[config.mk]
export PLATFORM = sky130hd
export DESIGN_NAME = muldiv_sequencer
export DESIGN_NICKNAME = d
export VERILOG_FILES = /design/src/rtl/muldiv_sequencer.sv
export SDC_FILE = /design/constraint.sdc
export NUM_CORES = 1
export LEC_CHECK = 0
export CAP_MARGIN = 0
export CORE_ASPECT_RATIO = 1.5
export CORE_MARGIN = 2
export CORE_UTILIZATION = 59
export CTS_CLUSTER_SIZE = 20
export DETAILED_ROUTE_END_ITERATION = 6
export GPL_TIMING_DRIVEN = 0
export PLACE_DENSITY_LB_ADDON = 0.08
export SLEW_MARGIN = 25
export SYNTH_ARGS = -nofsm -noshare
export SYNTH_HDL_FRONTEND = slang
export SYNTH_SLANG_ARGS = --single-unit
[constraint.sdc]
create_clock -name clk -period 5.8 [get_ports clk]
set_input_delay 1.45 -clock clk [delete_from_list [all_inputs] [get_ports clk]]
set_output_delay 1.45 -clock clk [all_outputs]
set_load 0.005 [all_outputs]
[src/rtl/muldiv_sequencer.sv]
// ============================================================================
// Module   : muldiv_sequencer
// Function : Iterative 32-cycle MULT/MULTU/DIV/DIVU unit owning HI/LO, using an
//            external ALU for the per-step add/subtract.
// Revision : 1.0 - initial release
// ============================================================================
`timescale 1ns/1ps
`default_nettype none

module muldiv_sequencer #(
    parameter logic [10:0] ALU_ADD = 11'b00000000001,
    parameter logic [10:0] ALU_SUB = 11'b00000100000,
    parameter logic [31:0] DIV0_LO = 32'hFFFFFFFF
) (
    input  logic        clk,
    input  logic        reset,
    input  logic        start,
    input  logic [1:0]  op,
    input  logic [31:0] rs,
    input  logic [31:0] rt,
    input  logic        mthi,
    input  logic        mtlo,
    input  logic [31:0] wdata,
    output logic        busy,
    output logic        done,
    output logic [31:0] hi,
    output logic [31:0] lo,
    output logic [31:0] alu_a,
    output logic [31:0] alu_b,
    output logic [10:0] alu_op,
    output logic [4:0]  alu_sa,
    input  logic [31:0] alu_out
);

    localparam logic [1:0] S_IDLE = 2'd0;
    localparam logic [1:0] S_PREP = 2'd1;
    localparam logic [1:0] S_ITER = 2'd2;
    localparam logic [1:0] S_FIX  = 2'd3;

    logic [1:0]  r_state, w_next;
    logic [4:0]  r_cnt;
    logic        r_done;
    logic [31:0] r_hi, r_lo;
    logic [1:0]  r_op;
    logic [31:0] r_rs, r_rt;
    logic [31:0] r_ph, r_pl, r_m;   // product hi/lo, or remainder/quotient; multiplicand or divisor

    logic        w_div, w_signed;
    logic [31:0] w_abs_rs, w_abs_rt;
    logic        w_carry, w_take;
    logic [31:0] w_r_sh;
    logic [63:0] w_prod, w_prod_fix;
    logic [31:0] w_q_fix, w_r_fix;
    logic [31:0] w_fix_hi, w_fix_lo;

    assign w_div    = r_op[1];
    assign w_signed = r_op[0];
    assign w_abs_rs = (w_signed && r_rs[31]) ? (~r_rs + 32'd1) : r_rs;
    assign w_abs_rt = (w_signed && r_rt[31]) ? (~r_rt + 32'd1) : r_rt;

    assign w_carry = (alu_out < r_ph);
    assign w_r_sh  = {r_ph[30:0], r_pl[31]};
    assign w_take  = r_ph[31] | (w_r_sh >= r_m);

    assign w_prod     = {r_ph, r_pl};
    assign w_prod_fix = (w_signed && (r_rs[31] ^ r_rt[31])) ? (~w_prod + 64'd1) : w_prod;
    assign w_q_fix    = (w_signed && (r_rs[31] ^ r_rt[31])) ? (~r_pl + 32'd1) : r_pl;
    assign w_r_fix    = (w_signed && r_rs[31]) ? (~r_ph + 32'd1) : r_ph;

    always_comb begin
        w_fix_hi = w_prod_fix[63:32];
        w_fix_lo = w_prod_fix[31:0];
        if (w_div) begin
            w_fix_hi = w_r_fix;
            w_fix_lo = w_q_fix;
            if (r_rt == 32'd0) begin
                w_fix_hi = r_rs;
                w_fix_lo = DIV0_LO;
            end else if (w_signed && (r_rs == 32'h80000000) && (r_rt == 32'hFFFFFFFF)) begin
                w_fix_hi = 32'd0;
                w_fix_lo = 32'h80000000;
            end
        end
    end

    always_comb begin
        w_next = r_state;
        case (r_state)
            S_IDLE:  if (start) w_next = S_PREP;
            S_PREP:  w_next = S_ITER;
            S_ITER:  if (r_cnt == 5'd31) w_next = S_FIX;
            S_FIX:   w_next = S_IDLE;
            default: w_next = S_IDLE;
        endcase
    end

    always_ff @(posedge clk) begin
        if (reset) r_state <= S_IDLE;
        else       r_state <= w_next;
    end

    always_ff @(posedge clk) begin
        if (reset) begin
            r_cnt  <= 5'd0;
            r_done <= 1'b0;
            r_hi   <= 32'd0;
            r_lo   <= 32'd0;
            r_op   <= 2'd0;
            r_rs   <= 32'd0;
            r_rt   <= 32'd0;
            r_ph   <= 32'd0;
            r_pl   <= 32'd0;
            r_m    <= 32'd0;
        end else begin
            r_done <= 1'b0;
            case (r_state)
                S_IDLE: begin
                    if (mthi) r_hi <= wdata;
                    if (mtlo) r_lo <= wdata;
                    if (start) begin
                        r_op <= op;
                        r_rs <= rs;
                        r_rt <= rt;
                    end
                end
                S_PREP: begin
                    r_ph  <= 32'd0;
                    r_cnt <= 5'd0;
                    if (w_div) begin
                        r_pl <= w_abs_rs;
                        r_m  <= w_abs_rt;
                    end else begin
                        r_pl <= w_abs_rt;
                        r_m  <= w_abs_rs;
                    end
                end
                S_ITER: begin
                    r_cnt <= r_cnt + 5'd1;
                    if (w_div) begin
                        r_ph <= w_take ? alu_out : w_r_sh;
                        r_pl <= {r_pl[30:0], w_take};
                    end else if (r_pl[0]) begin
                        r_ph <= {w_carry, alu_out[31:1]};
                        r_pl <= {alu_out[0], r_pl[31:1]};
                    end else begin
                        r_ph <= {1'b0, r_ph[31:1]};
                        r_pl <= {r_ph[0], r_pl[31:1]};
                    end
                end
                S_FIX: begin
                    r_done <= 1'b1;
                    r_hi   <= w_fix_hi;
                    r_lo   <= w_fix_lo;
                end
                default: ;
            endcase
        end
    end

    // ALU is only borrowed during ITER; quiet it otherwise
    always_comb begin
        alu_a  = 32'd0;
        alu_b  = 32'd0;
        alu_op = 11'd0;
        if (r_state == S_ITER) begin
            alu_b = r_m;
            if (w_div) begin
                alu_a  = w_r_sh;
                alu_op = ALU_SUB;
            end else begin
                alu_a  = r_ph;
                alu_op = r_pl[0] ? ALU_ADD : 11'd0;
            end
        end
    end

    assign alu_sa = 5'd0;
    assign busy   = (r_state != S_IDLE);
    assign done   = r_done;
    assign hi     = r_hi;
    assign lo     = r_lo;

endmodule

`default_nettype wire

==> reports/qor.csv <==
metric;value;unit
status;finished with violations;
failed_checks;DRC, setup timing;
first_iter_violations;3161;
synth_edf_count;0;
drive_gt1_frac;0.0488;
p_per_area;411;mW/mm^2
std_cell_rows;76;
final_common_cell;nand2_1;
crit_required;4.35;ns
r2r_end;hi[10]$_SDFFE_PP0P_;
max-cap-violations;0;
tns;-0.462;ns
r2r_slack;1.31;ns
synthCells;2325;
ios;281;
grt_pass1_vias;20100;
viasPerCell;6.99;
fin_crit_sh;1.03;
clk_pin_slew;0.07;ns
ys_warn_count;0;
drc;14;
ctsHoldBuffers;0;
async_reset_ff_frac;0;
leakagePower;0.00765;uW
hold_class;reg2reg;
worstPathArrival;4.53;ns
rr_worst_depth;11;
syn_to_final_growth;23.3;%
dieWidth;144;um
ir_drop;0.313;mV
globalplace.congestion;1.24;
synthFlopType;dfxtp_1;
die_y;214;um
synth_seq_cells;234;
grt.total_usage;0.543;
multi_input_area;0.0115;mm^2
netlist_area;0.0174;mm^2
clk-insertion-delay-late;0.57;ns
avgSynthCellArea;7.46;um^2
yosysSeqAreaShare;0.270;
first_pass_iters;7;
ctsLongestPathBuffers;3;
drtAntennaViolNets;0;
grt_pass1_wl;124;mm
cts.sinks;234;
cts_tree;yes;
fmax;167;MHz
synth_cell_types;88;
rsz0062_at_grt;no;
hold_viol_final;0;
fin_total_pwr;8790;uW
min_period;5.98;ns
hpwl;64.6;mm
hold_slack;0.453;ns
cts_buffers;24;
overflow;0;
core-area;0.0288;mm^2
endpoint_kind;output port;
endpoint;alu_a[14];
tightest_slew;1.22;ns
critical_path.max_fanout;11;
wirelength;85.3;mm
fin_skew;0.0207;ns
finalInstanceArea;0.0214;mm^2
place_inst;2993;
start_kind;register;
crit_path_start;r_op[1]$_SDFFE_PP0P_;
crit_type;reg2out;
regArea;0.00468;mm^2
setup_viol;9;
relSlewSlack;0.186;
antenna_found_initial;6;
slew_violations;0;
mostFrequentLayoutCells;nand2_1 (304), clkdlybuf4s50_1 (265), nor2_1 (253);
setup_slack;-0.182;ns
via_count;21200;
cts_root_buf;clkbuf_16;
placed_area;0.0205;mm^2
start_util;0.602;
die_area;0.0308;mm^2
post_cts_buffers;0;
cts_resized;2;
nFillCells;2263;
r2r_start;r_pl[0]$_SDFFE_PP0P_;
nNetsFinal;2838;
final_cells;3041;
wl_per_cell;28.1;um
grt_start_max_net_pins;15;
portBuffers;265;
cts_max_level;1;
registers in the layout, summed over array words and instances, names as in the netlist:
register / cells
done: 1
hi: 32
lo: 32
r_cnt: 5
r_m: 32
r_op: 2
r_ph: 32
r_pl: 32
r_rs: 32
r_rt: 32
r_state: 2
worst min path at each step:
stage	start	cells past startpoint	end	slack, ns
floorplan	r_m[23]$_SDFFE_PP0N_	2	r_m[23]$_SDFFE_PP0N_	0.42
global placement	r_m[23]$_SDFFE_PP0N_	2	r_m[23]$_SDFFE_PP0N_	0.44
detailed placement	lo[13]$_SDFFE_PP0P_	2	lo[13]$_SDFFE_PP0P_	0.44
CTS	lo[13]$_SDFFE_PP0P_	2	lo[13]$_SDFFE_PP0P_	0.45
global route	lo[13]$_SDFFE_PP0P_	2	lo[13]$_SDFFE_PP0P_	0.48
finish	lo[13]$_SDFFE_PP0P_	2	lo[13]$_SDFFE_PP0P_	0.45
where the power goes:
| part | internal, uW | leakage (uW) | switching, uW |
|---|---|---|---|
| Clock | 961 | 0.000399 | 727 |
| Combinational | 1640 | 0.00534 | 3180 |
| Sequential | 1930 | 0.00191 | 352 |
| Total | 4530 | 0.00765 | 4260 |
worst max-delay path, cell delays in order (launching register included):
cell             delay (ns)
dfxtp_1                0.33
clkbuf_1               0.79
clkbuf_2               0.53
clkbuf_1               0.66
clkbuf_2               0.63
nand2_1                0.11
a21oi_1                0.31
clkdlybuf4s50_1        0.57
through the flow:
stage | utilization | worst slack, ns
6_report | 0.742 | -0.182
5_1_grt | 0.742 | 0.0547
4_1_cts | 0.741 | 0.0317
3_5_place_dp | 0.713 | 0.292
3_3_place_gp | 0.713 | 0.283
2_1_floorplan | - | 2.23
layer usage:
layer / vias to the layer above / GRT usage / part of all wire
met1: 9603 / 0.563 / 0.30
li1: 8924 / - / -
met2: 1983 / 0.803 / 0.42
met4: 2 / 0.525 / 0.13
met3: 734 / 0.233 / 0.14
met5: - / 0.0115 / 0.00014
cell type report:
type / instances / area share
multi-input combinational: 1791 / 0.536
sequential: 234 / 0.219
timing repair buffer: 265 / 0.124
buffer: 224 / 0.0441
clock buffer: 33 / 0.0321
tap: 390 / 0.0228
inverter: 89 / 0.0156
clock inverter: 9 / 0.00608
antenna: 6 / 0.000702
synthesized netlist by cell type (all sizes together) (14+ instances only):
| master | n | area, um^2 |
|---|---|---|
| xor2 | 43 | 377 |
| nand2 | 304 | 1140 |
| mux2i | 118 | 1180 |
| o211ai | 42 | 320 |
| and3 | 14 | 87.6 |
| o221ai | 41 | 359 |
| or3 | 20 | 130 |
| o41ai | 16 | 148 |
| a21oi | 209 | 1050 |
| a31oi | 33 | 206 |
| nor4 | 37 | 284 |
| and2 | 17 | 106 |
| inv | 87 | 327 |
| nor2 | 254 | 956 |
| buf | 55 | 302 |
| ha | 74 | 926 |
| a221oi | 15 | 138 |
| o31ai | 14 | 105 |
| a211oi | 26 | 195 |
| o21ai | 108 | 544 |
| nand4 | 24 | 156 |
| dfxtp | 234 | 4680 |
| clkbuf | 169 | 634 |
| xnor2 | 93 | 815 |
| nor3 | 61 | 327 |
| nand3 | 37 | 185 |
cell families after synthesis:
logic type,after synthesis,share of synthesized area
and+or+nand+nor,826,0.219
AOI/OAI and AO/OA,603,0.226
buffers and inverters,313,0.0732
DFF,234,0.270
muxes,138,0.0895
xor gates and xnor gates,136,0.0686
adders and majority gates,74,0.0534
other,1,0.000216
(Power assumes the default switching activity.)
==> patch (same settings) <==
Register the input `wdata` before use, cleared by the reset. The logic sees it one clock later. The other inputs are not delayed to match.
--- a/src/rtl/muldiv_sequencer.sv
+++ b/src/rtl/muldiv_sequencer.sv
@@ -38,2 +38,12 @@
     localparam logic [1:0] S_FIX  = 2'd3;
+
+    logic [31:0] wdata_q;
+
+    always_ff @(posedge clk) begin
+        if (reset) begin
+            wdata_q <= '0;
+        end else begin
+            wdata_q <= wdata;
+        end
+    end
 
@@ -117,4 +127,4 @@
                 S_IDLE: begin
-                    if (mthi) r_hi <= wdata;
-                    if (mtlo) r_lo <= wdata;
+                    if (mthi) r_hi <= wdata_q;
+                    if (mtlo) r_lo <= wdata_q;
                     if (start) begin
Function: changed (a bounded check fails within 4 cycles, from zero or initial values and one cycle with reset high).
==> patch against the unedited design <==
Final area up 1.7%. Cell count down 1.1%. Sequential share of layout area up 2.6 points. Synthesized cell count down 1.8%. Worst setup slack better by 0.61 ns. First-iteration DRC count down 13%. Via count down 3.8%. Critical path depth down 1. Worst hold slack better by 0.0086 ns. Routed wire length down 2.3%. Power up 0.72%. Sequential cell count up 32. Synthesized area up 1.4%. Critical path type unchanged. Largest power group unchanged. Highest routed layer unchanged.
==> patch: results <==
export IMPL_fin_hold_ws_ns=0.462
export IMPL_yosysUniqueCellTypes=79
export IMPL_reg2reg_depth=12
export IMPL_first_pass_iters=6
export IMPL_status="finished clean"
export IMPL_synth_area_per_cell_um2=7.70
export IMPL_antenna_found_initial=3
export IMPL_cts_made_buffers=26
export IMPL_track_usage=0.516
export IMPL_grt_pass1_vias=20000
export IMPL_reg2reg_from="r_pl[31]"
export IMPL_synthAdderAreaFrac=0.0526
export IMPL_cp_slowest_cell="buf_1"
export IMPL_place_inst=2958
export IMPL_place_congestion=1.14
export IMPL_r2r_slack_ns=1.60
export IMPL_cp_data_arrival_time_ns=3.92
export IMPL_vdd_drop_max_mv=0.313
export IMPL_synth_xor_area_frac=0.0742
export IMPL_synthTopCellsByCount="nand2_1 (300), dfxtp_1 (266), nor2_1 (229)"
export IMPL_grt_max_degree=17
export IMPL_placed_area_um2=20800
export IMPL_seq_area_frac_synth=0.303
export IMPL_setup_slack_ns=0.427
export IMPL_p_leak_nw=7.77
## patch: cell families after synthesis
| kind of cell | Yosys count |
|---|---|
| flip-flops | 266 |
| AO/OA/AOI/OAI | 559 |
| XOR/XNOR | 149 |
| buffers and inverters | 292 |
| multiplexers | 145 |
| adder cells (fa/ha/maj) | 74 |
| AND/OR/NAND/NOR | 798 |
| other | 1 |
## patch: tightest hold or removal path: stages (launching register included)
cell,delay (ns)
dfxtp_1,0.31
nand2_1,0.05
a21oi_1,0.05
## patch: worst max path at each step
| stage | startpoint | end | cells after the start |
|---|---|---|---|
| final | r_op[1] | alu_a[10] | 6 |
| after global routing | r_state[0] | alu_b[24] | 8 |
| after CTS | r_op[1] | alu_a[0] | 6 |
| after detailed placement | r_op[1] | alu_a[0] | 6 |
| after global placement | r_op[1] | alu_a[1] | 6 |
| after floorplan | r_state[0] | alu_b[11] | 7 |
## patch: routing by layer
layer,share of wire,GRT usage
met1,0.32,0.541
met2,0.44,0.830
met3,0.12,0.146
met4,0.12,0.484
met5,0.00016,0
## patch: final cells by class
class | count | area (um^2) | share of cell area
sequential | 266 | 5330 | 0.245
inverter | 88 | 330 | 0.0152
clock buffer | 30 | 707 | 0.0325
buffer | 204 | 852 | 0.0392
multi-input combinational | 1739 | 11100 | 0.512
timing repair buffer | 267 | 2670 | 0.123
clock inverter | 17 | 216 | 0.00995
tap | 395 | 494 | 0.0227
antenna | 3 | 7.51 | 0.000345
## patch: power by group through the flow
| stage | clock [W] | sequential [W] | combinational [W] |
|---|---|---|---|
| detailed placement | 0 | 0.00253 | 0.00416 |
| floorplan | 0 | 0.00236 | 0.00274 |
| finish | 0.00187 | 0.00254 | 0.00444 |
| CTS | 0.00184 | 0.00249 | 0.00420 |
| global placement | 0 | 0.00252 | 0.00408 |
| global route | 0.00192 | 0.00254 | 0.00463 |
